[src/rtl/host_cmd_parser_pkg.sv]
// Shared host command constants, header layout and parser state encoding.
// Imported by the host command parser and by its testbench.
package host_cmd_parser_pkg;

   localparam logic [7:0] CMD_PING   = 8'h00;
   localparam logic [7:0] CMD_WRITE  = 8'h01;
   localparam logic [7:0] CMD_READ   = 8'h02;
   localparam logic [7:0] CMD_CONFIG = 8'h03;
   localparam logic [7:0] HDR_MAGIC  = 8'hCD;

   localparam int HDR_WORD_CMD   = 0;
   localparam int HDR_WORD_COUNT = 1;
   localparam int HDR_WORD_ADDR  = 2;
   localparam int HDR_WORDS      = 3;

   typedef enum logic [2:0] {
      ST_HDR0,
      ST_HDR1,
      ST_HDR2,
      ST_ISSUE,
      ST_DATA,
      ST_FLUSH
   } parse_state_t;

   // Only writes and non-empty configs carry payload; a zero-count write carries none.
   function automatic logic has_payload(input logic [7:0] command, input logic [31:0] rw_count);
      return (rw_count != 32'd0) && ((command == CMD_WRITE) || (command == CMD_CONFIG));
   endfunction

endpackage

[src/rtl/host_cmd_parser_if.sv]
// Host command parser boundary: ping-pong ingress, command issue and payload forwarding.
// The master modport is the parser side; slave is the surrounding logic.
interface host_cmd_parser_if #(
   parameter int MAX_PKT_BITS = 24
);

   logic                    i_rd_ready;
   logic                    o_rd_activate;
   logic [MAX_PKT_BITS-1:0] i_rd_size;
   logic [31:0]             i_rd_data;
   logic                    o_rd_stb;
   logic                    i_master_ready;
   logic [7:0]              o_command;
   logic [7:0]              o_flag;
   logic [31:0]             o_rw_count;
   logic [31:0]             o_address;
   logic                    o_command_rdy_stb;
   logic [31:0]             o_wdata;
   logic                    o_wdata_stb;
   logic                    i_wdata_ready;
   logic                    o_error_stb;
   logic                    o_busy;

   modport master (
      input  i_rd_ready, i_rd_size, i_rd_data, i_master_ready, i_wdata_ready,
      output o_rd_activate, o_rd_stb, o_command, o_flag, o_rw_count, o_address,
             o_command_rdy_stb, o_wdata, o_wdata_stb, o_error_stb, o_busy
   );

   modport slave (
      output i_rd_ready, i_rd_size, i_rd_data, i_master_ready, i_wdata_ready,
      input  o_rd_activate, o_rd_stb, o_command, o_flag, o_rw_count, o_address,
             o_command_rdy_stb, o_wdata, o_wdata_stb, o_error_stb, o_busy
   );

endinterface

[src/rtl/host_cmd_parser_ppfifo_word_reader.sv]
// Ping-pong FIFO packet ownership: activate, count pops, release once the packet is drained.
// Word available combinationally from owned-and-not-exhausted; one pop per cycle.
module ppfifo_word_reader #(
   parameter int SIZE_BITS = 24
) (
   input  logic                 clk,
   input  logic                 rst,
   input  logic                 rd_ready,
   input  logic [SIZE_BITS-1:0] rd_size,
   input  logic                 pop,
   output logic                 activate,
   output logic                 avail,
   output logic                 last
);

   logic [SIZE_BITS-1:0] count;

   always_ff @(posedge clk) begin
      if (rst) begin
         activate <= 1'b0;
         count    <= '0;
      end else if (!activate) begin
         if (rd_ready) begin
            activate <= 1'b1;
            count    <= '0;
         end
      end else if (pop) begin
         count <= count + SIZE_BITS'(1);
      end else if (count == rd_size) begin
         // Release wins over a waiting rd_ready; re-activation follows next cycle.
         activate <= 1'b0;
      end
   end

   assign avail = activate && (count < rd_size);
   assign last  = avail && (count == rd_size - SIZE_BITS'(1));

endmodule

[src/rtl/host_cmd_parser.sv]
// Parses 3-word host headers from the ingress FIFO, issues them to the master and forwards payload.
// Bad magic pulses an error and discards the rest of that ingress packet.
module host_cmd_parser
   import host_cmd_parser_pkg::*;
#(
   parameter logic [7:0] MAGIC        = HDR_MAGIC,
   parameter int         MAX_PKT_BITS = 24
) (
   input  logic           clk,
   input  logic           rst,
   host_cmd_parser_if.master bus
);

   parse_state_t state;
   parse_state_t state_nxt;

   logic        rd_activate;
   logic        avail;
   logic        last;
   logic        pop;
   logic        issue;
   logic        magic_ok;

   logic [7:0]  command;
   logic [7:0]  flag;
   logic [31:0] rw_count;
   logic [31:0] address;
   logic [31:0] remaining;
   logic [31:0] wdata;
   logic        wdata_stb;
   logic        error_stb;

   ppfifo_word_reader #(
      .SIZE_BITS (MAX_PKT_BITS)
   ) u_reader (
      .clk      (clk),
      .rst      (rst),
      .rd_ready (bus.i_rd_ready),
      .rd_size  (bus.i_rd_size),
      .pop      (pop),
      .activate (rd_activate),
      .avail    (avail),
      .last     (last)
   );

   assign magic_ok = (bus.i_rd_data[31:24] == MAGIC);

   always_ff @(posedge clk) begin
      if (rst) begin
         state <= ST_HDR0;
      end else begin
         state <= state_nxt;
      end
   end

   always_comb begin
      state_nxt = state;
      pop       = 1'b0;
      issue     = 1'b0;
      case (state)
         ST_HDR0: begin
            if (avail) begin
               pop       = 1'b1;
               state_nxt = magic_ok ? ST_HDR1 : ST_FLUSH;
            end
         end
         ST_HDR1: begin
            if (avail) begin
               pop       = 1'b1;
               state_nxt = ST_HDR2;
            end
         end
         ST_HDR2: begin
            if (avail) begin
               pop       = 1'b1;
               state_nxt = ST_ISSUE;
            end
         end
         ST_ISSUE: begin
            if (bus.i_master_ready) begin
               issue     = 1'b1;
               state_nxt = has_payload(command, rw_count) ? ST_DATA : ST_HDR0;
            end
         end
         ST_DATA: begin
            if (avail && bus.i_wdata_ready) begin
               pop = 1'b1;
               if (remaining == 32'd1) begin
                  state_nxt = ST_HDR0;
               end
            end
         end
         ST_FLUSH: begin
            // Nothing left to drain (or no packet owned) means we are resynchronised.
            if (avail) begin
               pop = 1'b1;
               if (last) begin
                  state_nxt = ST_HDR0;
               end
            end else begin
               state_nxt = ST_HDR0;
            end
         end
         default: state_nxt = ST_HDR0;
      endcase
      if (rst) begin
         pop   = 1'b0;
         issue = 1'b0;
      end
   end

   always_ff @(posedge clk) begin
      if (rst) begin
         command   <= '0;
         flag      <= '0;
         rw_count  <= '0;
         address   <= '0;
         remaining <= '0;
         wdata     <= '0;
         wdata_stb <= 1'b0;
         error_stb <= 1'b0;
      end else begin
         wdata_stb <= 1'b0;
         error_stb <= 1'b0;
         if (pop) begin
            case (state)
               ST_HDR0: begin
                  if (magic_ok) begin
                     command <= bus.i_rd_data[7:0];
                     flag    <= bus.i_rd_data[23:16];
                  end else begin
                     error_stb <= 1'b1;
                  end
               end
               ST_HDR1: rw_count <= bus.i_rd_data;
               ST_HDR2: address  <= bus.i_rd_data;
               ST_DATA: begin
                  wdata     <= bus.i_rd_data;
                  wdata_stb <= 1'b1;
                  remaining <= remaining - 32'd1;
               end
               default: ;
            endcase
         end
         if (issue) begin
            remaining <= rw_count;
         end
      end
   end

   assign bus.o_rd_activate     = rd_activate;
   assign bus.o_rd_stb          = pop;
   assign bus.o_command         = command;
   assign bus.o_flag            = flag;
   assign bus.o_rw_count        = rw_count;
   assign bus.o_address         = address;
   assign bus.o_command_rdy_stb = issue;
   assign bus.o_wdata           = wdata;
   assign bus.o_wdata_stb       = wdata_stb;
   assign bus.o_error_stb       = error_stb;
   assign bus.o_busy            = (state != ST_HDR0);

endmodule

[src/flat_wrapper.sv]
// flat-port wrapper written by rule: the top's interface ports become plain ports
module host_cmd_parser_flat import host_cmd_parser_pkg::*;
#(
   parameter logic [7:0] MAGIC        = HDR_MAGIC,
   parameter int         MAX_PKT_BITS = 24
)
  (clk, rst, bus_i_rd_ready, bus_i_rd_size, bus_i_rd_data, bus_i_master_ready, bus_i_wdata_ready, bus_o_rd_activate, bus_o_rd_stb, bus_o_command, bus_o_flag, bus_o_rw_count, bus_o_address, bus_o_command_rdy_stb, bus_o_wdata, bus_o_wdata_stb, bus_o_error_stb, bus_o_busy);
  host_cmd_parser_if #(.MAX_PKT_BITS(MAX_PKT_BITS)) bus_i ();
  input  logic clk;
  input  logic rst;
  input wire logic [$bits(bus_i.i_rd_ready)-1:0] bus_i_rd_ready;
  input wire logic [$bits(bus_i.i_rd_size)-1:0] bus_i_rd_size;
  input wire logic [$bits(bus_i.i_rd_data)-1:0] bus_i_rd_data;
  input wire logic [$bits(bus_i.i_master_ready)-1:0] bus_i_master_ready;
  input wire logic [$bits(bus_i.i_wdata_ready)-1:0] bus_i_wdata_ready;
  output wire logic [$bits(bus_i.o_rd_activate)-1:0] bus_o_rd_activate;
  output wire logic [$bits(bus_i.o_rd_stb)-1:0] bus_o_rd_stb;
  output wire logic [$bits(bus_i.o_command)-1:0] bus_o_command;
  output wire logic [$bits(bus_i.o_flag)-1:0] bus_o_flag;
  output wire logic [$bits(bus_i.o_rw_count)-1:0] bus_o_rw_count;
  output wire logic [$bits(bus_i.o_address)-1:0] bus_o_address;
  output wire logic [$bits(bus_i.o_command_rdy_stb)-1:0] bus_o_command_rdy_stb;
  output wire logic [$bits(bus_i.o_wdata)-1:0] bus_o_wdata;
  output wire logic [$bits(bus_i.o_wdata_stb)-1:0] bus_o_wdata_stb;
  output wire logic [$bits(bus_i.o_error_stb)-1:0] bus_o_error_stb;
  output wire logic [$bits(bus_i.o_busy)-1:0] bus_o_busy;
  assign bus_i.i_rd_ready = bus_i_rd_ready;
  assign bus_i.i_rd_size = bus_i_rd_size;
  assign bus_i.i_rd_data = bus_i_rd_data;
  assign bus_i.i_master_ready = bus_i_master_ready;
  assign bus_i.i_wdata_ready = bus_i_wdata_ready;
  assign bus_o_rd_activate = bus_i.o_rd_activate;
  assign bus_o_rd_stb = bus_i.o_rd_stb;
  assign bus_o_command = bus_i.o_command;
  assign bus_o_flag = bus_i.o_flag;
  assign bus_o_rw_count = bus_i.o_rw_count;
  assign bus_o_address = bus_i.o_address;
  assign bus_o_command_rdy_stb = bus_i.o_command_rdy_stb;
  assign bus_o_wdata = bus_i.o_wdata;
  assign bus_o_wdata_stb = bus_i.o_wdata_stb;
  assign bus_o_error_stb = bus_i.o_error_stb;
  assign bus_o_busy = bus_i.o_busy;
  host_cmd_parser #(.MAGIC(MAGIC), .MAX_PKT_BITS(MAX_PKT_BITS)) u_core (.clk(clk), .rst(rst), .bus(bus_i));
endmodule
[config.mk]
export PLATFORM = sky130hd
export DESIGN_NAME = host_cmd_parser_flat
export DESIGN_NICKNAME = d
export VERILOG_FILES = /design/src/rtl/host_cmd_parser_pkg.sv /design/src/rtl/host_cmd_parser_if.sv /design/src/rtl/host_cmd_parser_ppfifo_word_reader.sv /design/src/rtl/host_cmd_parser.sv /design/src/flat_wrapper.sv
export SDC_FILE = /design/constraint.sdc
export NUM_CORES = 1
export LEC_CHECK = 0
export CORE_MARGIN = 1
export CORE_UTILIZATION = 35
export DETAILED_ROUTE_END_ITERATION = 8
export MAX_ROUTING_LAYER = met4
export SETUP_SLACK_MARGIN = 0.4
export SLEW_MARGIN = 20
export SYNTH_ARGS = -nofsm -noshare
export SYNTH_HDL_FRONTEND = slang
export SYNTH_SLANG_ARGS = --single-unit
[constraint.sdc]
create_clock -name clk -period 7.3 [get_ports clk]
set_input_delay 2.19 -clock clk [delete_from_list [all_inputs] [get_ports clk]]
set_output_delay 2.19 -clock clk [all_outputs]
set_load 0.01 [all_outputs]
==> Word level (Yosys, flattened, before mapping) <==
Cells that the tools add are included.
{ "totals": {"regBits": 174, "latch_bits": 0, "ramBits": 0, "mem_bits_ro": 0, "in_bits": 61, "output_inout_bits": 118, "word_cells": 87, "mem_count": 0} }
{ "classes": {"n_addsub": 3, "mul": 0, "n_div": 0, "order_cmp": 1, "eq_ne": 19, "shift": 0, "mux": 30, "n_bitwise": 2, "reduce_logical": 21} }
{ "op_table": {"columns": ["op", "count"], "rows": [
  ["$mux 32", 3],
  ["$mux 24", 3],
  ["$eq 24x24->1", 2],
  ["$eq 32x1->1 const B", 1],
  ["$reduce_bool 32->1", 1],
  ["$sub 32x1->32 const B", 1],
  ["$mux 3", 10],
  ["$add 24x1->24 const B", 1],
  ["$lt 24x24->1", 1],
  ["$sub 24x1->24 const B", 1],
  ["$pmux 3 s6", 1],
  ["$mux 1", 12],
  ["$ne 2x1->1 const B", 5],
  ["$reduce_and 2->1", 5],
  ["$eq 8x1->1 const B", 1],
  ["$eq 8x2->1 const B", 1],
  ["$eq 8x8->1 const B", 1],
  ["$reduce_and 7->1", 1],
  ["$eq 3x2->1 const B", 2],
  ["$eq 3x3->1 const B", 2],
  ["$reduce_bool 2->1", 3],
  ["$logic_and 1x1->1", 4],
  ["$ne 2x2->1 const B", 2],
  ["$reduce_or 4->1", 1],
  ["10 further kinds", 11]
]} }

==> Longest topological paths before layout <==
Gate-level depths: netlist of run 1.
{ "logic_depth": {"word_depth": 8, "ltp_mapped": 13, "ltp_nobuf": 10} }

==> By module <==
A second synthesis of run 1 with hierarchy kept.
{ "hier_totals": {"hier_cells": 1123, "hier_area_um2": 9017.4} }
{ "by_module_without_submodules": {"columns": ["module", "instances", "cells_each", "area_each_um2", "seq_area_each_um2"], "rows": [
  ["host_cmd_parser", 1, 748, 6286.0, 2982.9],
  ["ppfifo_word_reader", 1, 375, 2731.4, 500.5]
]} }

==> Worst setup path after synthesis of run 1 <==
No wires, ideal clock.
{ "synth_path": {"path_kind": "input -> output", "startpoint": "input port bus_i_rd_size[18]", "endpoint": "output port bus_o_rd_stb", "t_arrival_ns": 4.346, "required_ns": 5.110, "slack_ns": 0.764, "stages": 10, "path_buffers": 3, "cell_sequence": "clkbuf_1 > inv_1 > ha_1 > nand4_1 > nor4_1 > and3_1 > o31a_1 > clkbuf_1 > nor3_1 > clkbuf_1"} }
{ "synth_via": {"elab_chain_cells": 6, "word_cells_on_any_way": 7, "cone_classes": "1 x order compare; 4 x mux; 2 x reduce/logical"} }
{ "synth_rtl": {"columns": ["item", "line_no", "rtl"], "rows": [
  ["from (decl)", "flat_wrapper.sv:12", "input wire logic [$bits(bus_i.i_rd_size)-1:0] bus_i_rd_size;"],
  ["$lt 24x24->1 *", "host_cmd_parser_ppfifo_word_reader.sv:35", "assign avail = activate && (count < rd_size);"],
  ["$logic_and 1x1->1 *", "host_cmd_parser_ppfifo_word_reader.sv:35", null],
  ["$logic_and 1x1->1", "host_cmd_parser.sv:86", "if (avail && bus.i_wdata_ready) begin"],
  ["$mux 1", "host_cmd_parser.sv:86", null],
  ["$pmux 1 s2 *", "host_cmd_parser.sv:60", "case (state)"],
  ["$mux 1 *", "host_cmd_parser.sv:106", "if (rst) begin"],
  ["to (decl)", "flat_wrapper.sv:17", "output wire logic [$bits(bus_i.o_rd_stb)-1:0] bus_o_rd_stb;"]
]} }
Mark *: on every way between the ends. The rest lies on a longest branch, timed or not.

==> Final worst setup path of run 1 <==
{ "layout_path": {"startpoint": "input port bus_i_rd_size[10]", "endpoint": "output port bus_o_rd_stb"} }
Same word-level chain as after synthesis.

==> results of run 1 <==
-- cells by family (layout without fill, tap and decap cells) --
family,count (synthesis),in the layout,synth area share
buffers and inverters,112,271,0.0475
and+or+nand+nor,559,559,0.299
xor gates and xnor gates,41,41,0.0393
adders and majority gates,28,28,0.0383
muxes,41,41,0.0450
AOI/OAI and AO/OA,218,218,0.150
DFF,174,174,0.381
-- path summary, 6_finish.rpt --
kind                                                        startpoint                                    end  slack [ns]
worst min register to register   u_core.bus.o_address[23]$_SDFFE_PP0P_  u_core.bus.o_address[23]$_SDFFE_PP0P_        0.45
worst max register to register  u_core.u_reader.count[10]$_SDFFE_PP0P_       u_core.remaining[2]$_SDFFE_PP0P_        3.32
worst min-delay path             u_core.bus.o_address[23]$_SDFFE_PP0P_  u_core.bus.o_address[23]$_SDFFE_PP0P_        0.45
worst max-delay path                                 bus_i_rd_size[10]                           bus_o_rd_stb        0.51
-- final cells by class --
type / count / share of cell area
Tap cell: 330 / 0.0348
Timing Repair Buffer: 204 / 0.167
Multi-Input combinational cell: 887 / 0.445
Inverter: 35 / 0.0111
Clock inverter: 14 / 0.0127
Sequential cell: 174 / 0.294
Clock buffer: 18 / 0.0362
-- per-stage QoR --
stage / hold WS [ns] / total power, mW / util / cell area, um^2 / std cells
floorplan: 0.474 / 1.14 / - / 9150 / 1173
global placement: 0.441 / 1.25 / 0.443 / 11200 / 1629
detailed placement: 0.448 / 1.25 / 0.443 / 11200 / 1629
CTS: 0.457 / 2.14 / 0.466 / 11800 / 1662
global route: 0.476 / 2.21 / 0.467 / 11900 / 1662
finish: 0.454 / 2.13 / 0.467 / 11900 / 1662
-- state kept, by name, summed over array words and instances (netlist names) --
name / count
u_core.bus.o_command: 8
u_core.bus.o_wdata_stb: 1
u_core.u_reader.count: 24
u_core.state: 3
u_core.bus.o_address: 32
u_core.bus.o_wdata: 32
u_core.remaining: 32
u_core.u_reader.activate: 1
u_core.bus.o_flag: 8
u_core.bus.o_error_stb: 1
u_core.bus.o_rw_count: 32
-- worst max-delay path: cells and delay by family --
kind,cells,cell delay (ns)
buf+inv,4,0.91
compound gates,2,0.73
simple gates,3,0.48
fa+ha+maj,1,0.30
-- power groups by stage --
stage	Combinational, mW	Clock (mW)	Sequential [mW]
2_1_floorplan	0.144	0	0.994
6_report	0.257	0.895	0.975
5_1_grt	0.282	0.951	0.978
4_1_cts	0.257	0.913	0.975
3_5_place_dp	0.255	0	0.997
3_3_place_gp	0.254	0	0.997
-- layer usage --
| metal | vias up | track usage | wire length (um) |
|---|---|---|---|
| met1 | 4287 | 0.292 | 13600 |
| met3 | 31 | 0.0576 | 2170 |
| met5 | - | - | 0 |
| met2 | 258 | 0.348 | 13100 |
| li1 | 4453 | - | - |
| met4 | 0 | 0.0711 | 593 |
-- repair_timing --
action	CTS	global route
pin swaps	1	4
setup buffers	1	0
endpoints found under the setup margin	1	1
gates resized for setup	3	6
-- cell usage after synthesis, drive strengths merged, types with 10 or more instances --
master,n
mux2i,40
o21ai,13
or3,23
nor2b,10
dfxtp,174
nor2,75
inv,35
nand4,23
a21oi,116
ha,28
nand2,253
xnor2,24
a211oi,12
clkbuf,69
xor2,17
nand3,22
nor3,35
and3,17
nor4,43
==> impl_metrics.json, run 1 <==
{
  "syn_nets": 1262,
  "p_int_mw": 1.52,
  "synth_cell_types": 71,
  "slew_headroom": 0.279,
  "skew_ns": 0.0149,
  "clkPwrFrac": 0.421,
  "critPathKind": "input pin to primary output",
  "viasPerCell": 5.43,
  "period_share": 0.931,
  "clk_path_buf_depth": 2,
  "combPwrFrac": 0.121,
  "syn_avg_cell_area_um2": 7.80,
  "syn_area_um2": 9150,
  "postCtsHoldBufs": 0,
  "grt_max_degree": 101,
  "multi_input_area_um2": 5280,
  "tritoncts": "built",
  "dr.pass1.iters": 4,
  "initial_core_util": 0.360,
  "drive_above_1_share": 0.0608,
  "setup_violations": 0,
  "seqCellArea_um2": 3480,
  "status": "completed",
  "fp.dieW_um": 164,
  "ys_dominant_reg_cell": "dfxtp_1",
  "final_cell_mix": "253 x nand2_1, 174 x clkdlybuf4s50_1, 174 x dfxtp_1",
  "grt_use_total": 0.227,
  "crit_path_max_incr_delay_ns": 0.48,
  "antenna_cells": 0,
  "place_congestion": 0.871,
  "antenna_found_initial": 0,
  "clk_latency_ns": 0.44,
  "worst_ep_arrival_time_ns": 4.60,
  "avgRoutedWirePerCell_um": 17.7,
  "critPathLaunchType": "input pin",
  "rsz0062_at_grt": "no",
  "remaining_drc_errors": 0,
  "clkSinkCount": 174,
  "cts_root_buffer": "clkbuf_16",
  "nets": 1408,
  "cts_buffers": 17,
  "cts.clk_slew.worst_paths_ns": 0.08,
  "hpwl_mm": 20.5,
  "critical_path.endpoint_type": "primary output",
  "hold_violations": 0,
  "drt_iter0_drc": 470,
  "nFillCells": 2579,
  "grt_first_pass_wirelength_mm": 46.6,
  "powerDensity_nw_per_um2": 179,
  "area_delta_synth_final_pct": 29.7,
  "yosysSeqAreaShare": 0.381,
  "final_common_cell": "nand2_1",
  "vias": 9029,
  "power.net_switching_mw": 0.604,
  "fmax_ghz": 0.147,
  "required_ns": 5.11,
  "min_path_type": "flop to flop",
  "synth_top_cell_area_share": 0.381,
  "port_buffers": 178,
  "r2r_cells": 11,
  "ys_seq_elements": 174,
  "htree_levels": 4,
  "path_max_fanout": 2,
  "fin_setup_tns_ns": 0,
  "slew_violations": 0,
  "core-area_um2": 25400,
  "antenna_left": 0,
  "finalWorstSetupSlack_ns": 0.506,
  "p_leak_nw": 4.30,
  "hold_path_depth": 2,
  "ioPinCount": 179,
  "rows": 58,
  "yosysWarnings": 0,
  "crit_chain": "clkdlybuf4s50_1 > inv_1 > ha_1 > and3_4 > a221o_1 > a221oi_4 > nand3b_4 > nor3_4 > buf_4 > clkdlybuf4s15_1",
  "synth_cells": 1173,
  "maxCapViolations": 0,
  "dieArea_um2": 26800,
  "period_needed_ns": 6.79,
  "switching_share": 0.284,
  "place_ws_ns": 0.0447,
  "ir_worst_vdd_v": 0.000156,
  "fp.dieH_um": 164,
  "grt_pass1_vias": 8564,
  "netlist_top_cells_area": "dfxtp_1 38%, nand2_1 10%, a21oi_1 6.3%, mux2i_1 4.4%, ha_1 3.8%",
  "slowest_stage": "clkdlybuf4s50_1",
  "power_frac_seq": 0.458,
  "synth_edf_count": 0,
  "netlist.top_cell.by_area": "dfxtp_1",
  "grt_overflow": 0,
  "tightest_slew_ns": 1.08,
  "ys_async_sr_fraction": 0,
  "drt_wl_total_mm": 29.4
}
Note: power is estimated with default switching activity, not from simulation.
==> run 2, diff against run 1 <==
--- a/config.mk
+++ b/config.mk
@@ -9,6 +9,7 @@
 export CORE_UTILIZATION = 35
 export DETAILED_ROUTE_END_ITERATION = 8
 export MAX_ROUTING_LAYER = met4
+export REMOVE_ABC_BUFFERS = 1
 export SETUP_SLACK_MARGIN = 0.4
 export SLEW_MARGIN = 20
 export SYNTH_ARGS = -nofsm -noshare
==> run 2 against run 1 <==
Compared with the run above:
- count of clock-buffer cells in the layout increased by 4
- maximum frequency about the same
- sequential share of layout area barely moved
- combinational power about the same
- critical path depth fell by 1
- clock power increased by 2.3%
- register-to-register slack worse by 0.03 ns
- hold slack worse by 0.0013 ns
- largest cell class unchanged
==> impl_metrics.json, run 2 (synthesis gave the netlist of run 1 again) <==
{
  "rsz0062_at_grt": "no",
  "min_path_type": "flop to flop",
  "p_leak_nw": 4.29,
  "port_buffers": 178,
  "skew_ns": 0.00657,
  "postCtsHoldBufs": 0,
  "remaining_drc_errors": 0,
  "clk_latency_ns": 0.43,
  "dr.pass1.iters": 5,
  "final_common_cell": "nand2_1",
  "fp.dieW_um": 164,
  "powerDensity_nw_per_um2": 181,
  "grt_overflow": 0,
  "period_needed_ns": 6.79,
  "drt_wl_total_mm": 28.2,
  "maxCapViolations": 0,
  "required_ns": 5.11,
  "clkSinkCount": 174,
  "critPathLaunchType": "input pin",
  "path_max_fanout": 3,
  "setup_violations": 0,
  "critical_path.endpoint_type": "primary output",
  "ioPinCount": 179,
  "avgRoutedWirePerCell_um": 17.0,
  "nets": 1407,
  "fin_setup_tns_ns": 0,
  "cts_buffers": 17,
  "tightest_slew_ns": 1.00,
  "tritoncts": "built",
  "cts_root_buffer": "clkbuf_16",
  "drt_iter0_drc": 493,
  "antenna_cells": 0,
  "status": "completed",
  "drive_above_1_share": 0.0558,
  "dieArea_um2": 26800,
  "initial_core_util": 0.360,
  "antenna_left": 0,
  "htree_levels": 4,
  "grt_use_total": 0.216,
  "slew_violations": 0,
  "grt_max_degree": 91,
  "antenna_found_initial": 0,
  "rows": 58,
  "vias": 8866,
  "post_cts_buffers": 0,
  "period_share": 0.930,
  "grt_first_pass_wirelength_mm": 44.3,
  "hold_violations": 0,
  "cts.clk_slew.worst_paths_ns": 0.06,
  "clk_path_buf_depth": 2,
  "area_delta_synth_final_pct": 29.5,
  "hpwl_mm": 19.6,
  "core-area_um2": 25400,
  "hold_path_depth": 2,
  "ir_worst_vdd_v": 0.000157,
  "critPathKind": "input pin to primary output",
  "final_cell_mix": "253 x nand2_1, 176 x clkdlybuf4s50_1, 174 x dfxtp_1",
  "viasPerCell": 5.35,
  "fmax_ghz": 0.147,
  "place_congestion": 0.867,
  "whs_ns": 0.453,
  "slew_headroom": 0.330,
  "r2r_cells": 10,
  "worst_ep_arrival_time_ns": 4.60,
  "grt_pass1_vias": 8384,
  "fp.dieH_um": 164
}
-- run 2: cell type report --
| type | count | area [um^2] |
|---|---|---|
| clock buffers | 22 | 464 |
| clock inverters | 6 | 113 |
| fillers | 2575 | 13600 |
| inverters | 35 | 131 |
| multi-input cells | 887 | 5270 |
| flip-flops and latches | 174 | 3480 |
| well taps | 330 | 413 |
| repair buffers | 203 | 1970 |
-- run 2: critical path: stages --
cell and delay (ns):
clkdlybuf4s50_1 0.54, inv_1 0.09, ha_1 0.29, and3_4 0.17, a221o_1 0.37, a221oi_4 0.35, nand3b_4 0.13, nor3_4 0.17
dlygate4sd2_1 0.29
-- run 2: timing repair --
item,in CTS,in global routing
gates resized for setup,3,2
endpoints found under the setup margin,1,1
pin swaps,0,1
-- run 2: final timing paths --
kind / from / endpoint / slack (ns)
worst max register to register: u_core.u_reader.count[11]$_SDFFE_PP0P_ / u_core.remaining[2]$_SDFFE_PP0P_ / 3.29
worst max-delay path: bus_i_rd_size[9] / bus_o_rd_stb / 0.51
worst min-delay path: u_core.bus.o_wdata[6]$_SDFFE_PP0P_ / u_core.bus.o_wdata[6]$_SDFFE_PP0P_ / 0.45
worst min register to register: u_core.bus.o_wdata[6]$_SDFFE_PP0P_ / u_core.bus.o_wdata[6]$_SDFFE_PP0P_ / 0.45
-- run 2: per-layer routing --
layer	up-vias	GRT usage	share of wire
met3	24	0.0424	0.052
met1	4180	0.276	0.47
met4	0	0.0497	0.011
met5	-	-	0
met2	215	0.348	0.47
li1	4447	-	-
-- run 2: report_power, final --
part	total, mW	internal (mW)	switching, mW
clock network	0.916	0.550	0.367
logic	0.255	0.108	0.148
registers	0.977	0.962	0.0148
-- run 2: metrics by stage --
stage / instances / instance area (um^2) / setup slack [ns] / power, mW / utilization
3_5_place_dp: 1629 / 11200 / 0.0952 / 1.25 / 0.443
5_1_grt: 1657 / 11800 / 0.431 / 2.23 / 0.466
2_1_floorplan: 1096 / 8840 / 0.708 / 1.12 / -
4_1_cts: 1657 / 11800 / 0.496 / 2.17 / 0.466
6_report: 1657 / 11800 / 0.512 / 2.15 / 0.466
3_3_place_gp: 1629 / 11200 / 0.130 / 1.25 / 0.443
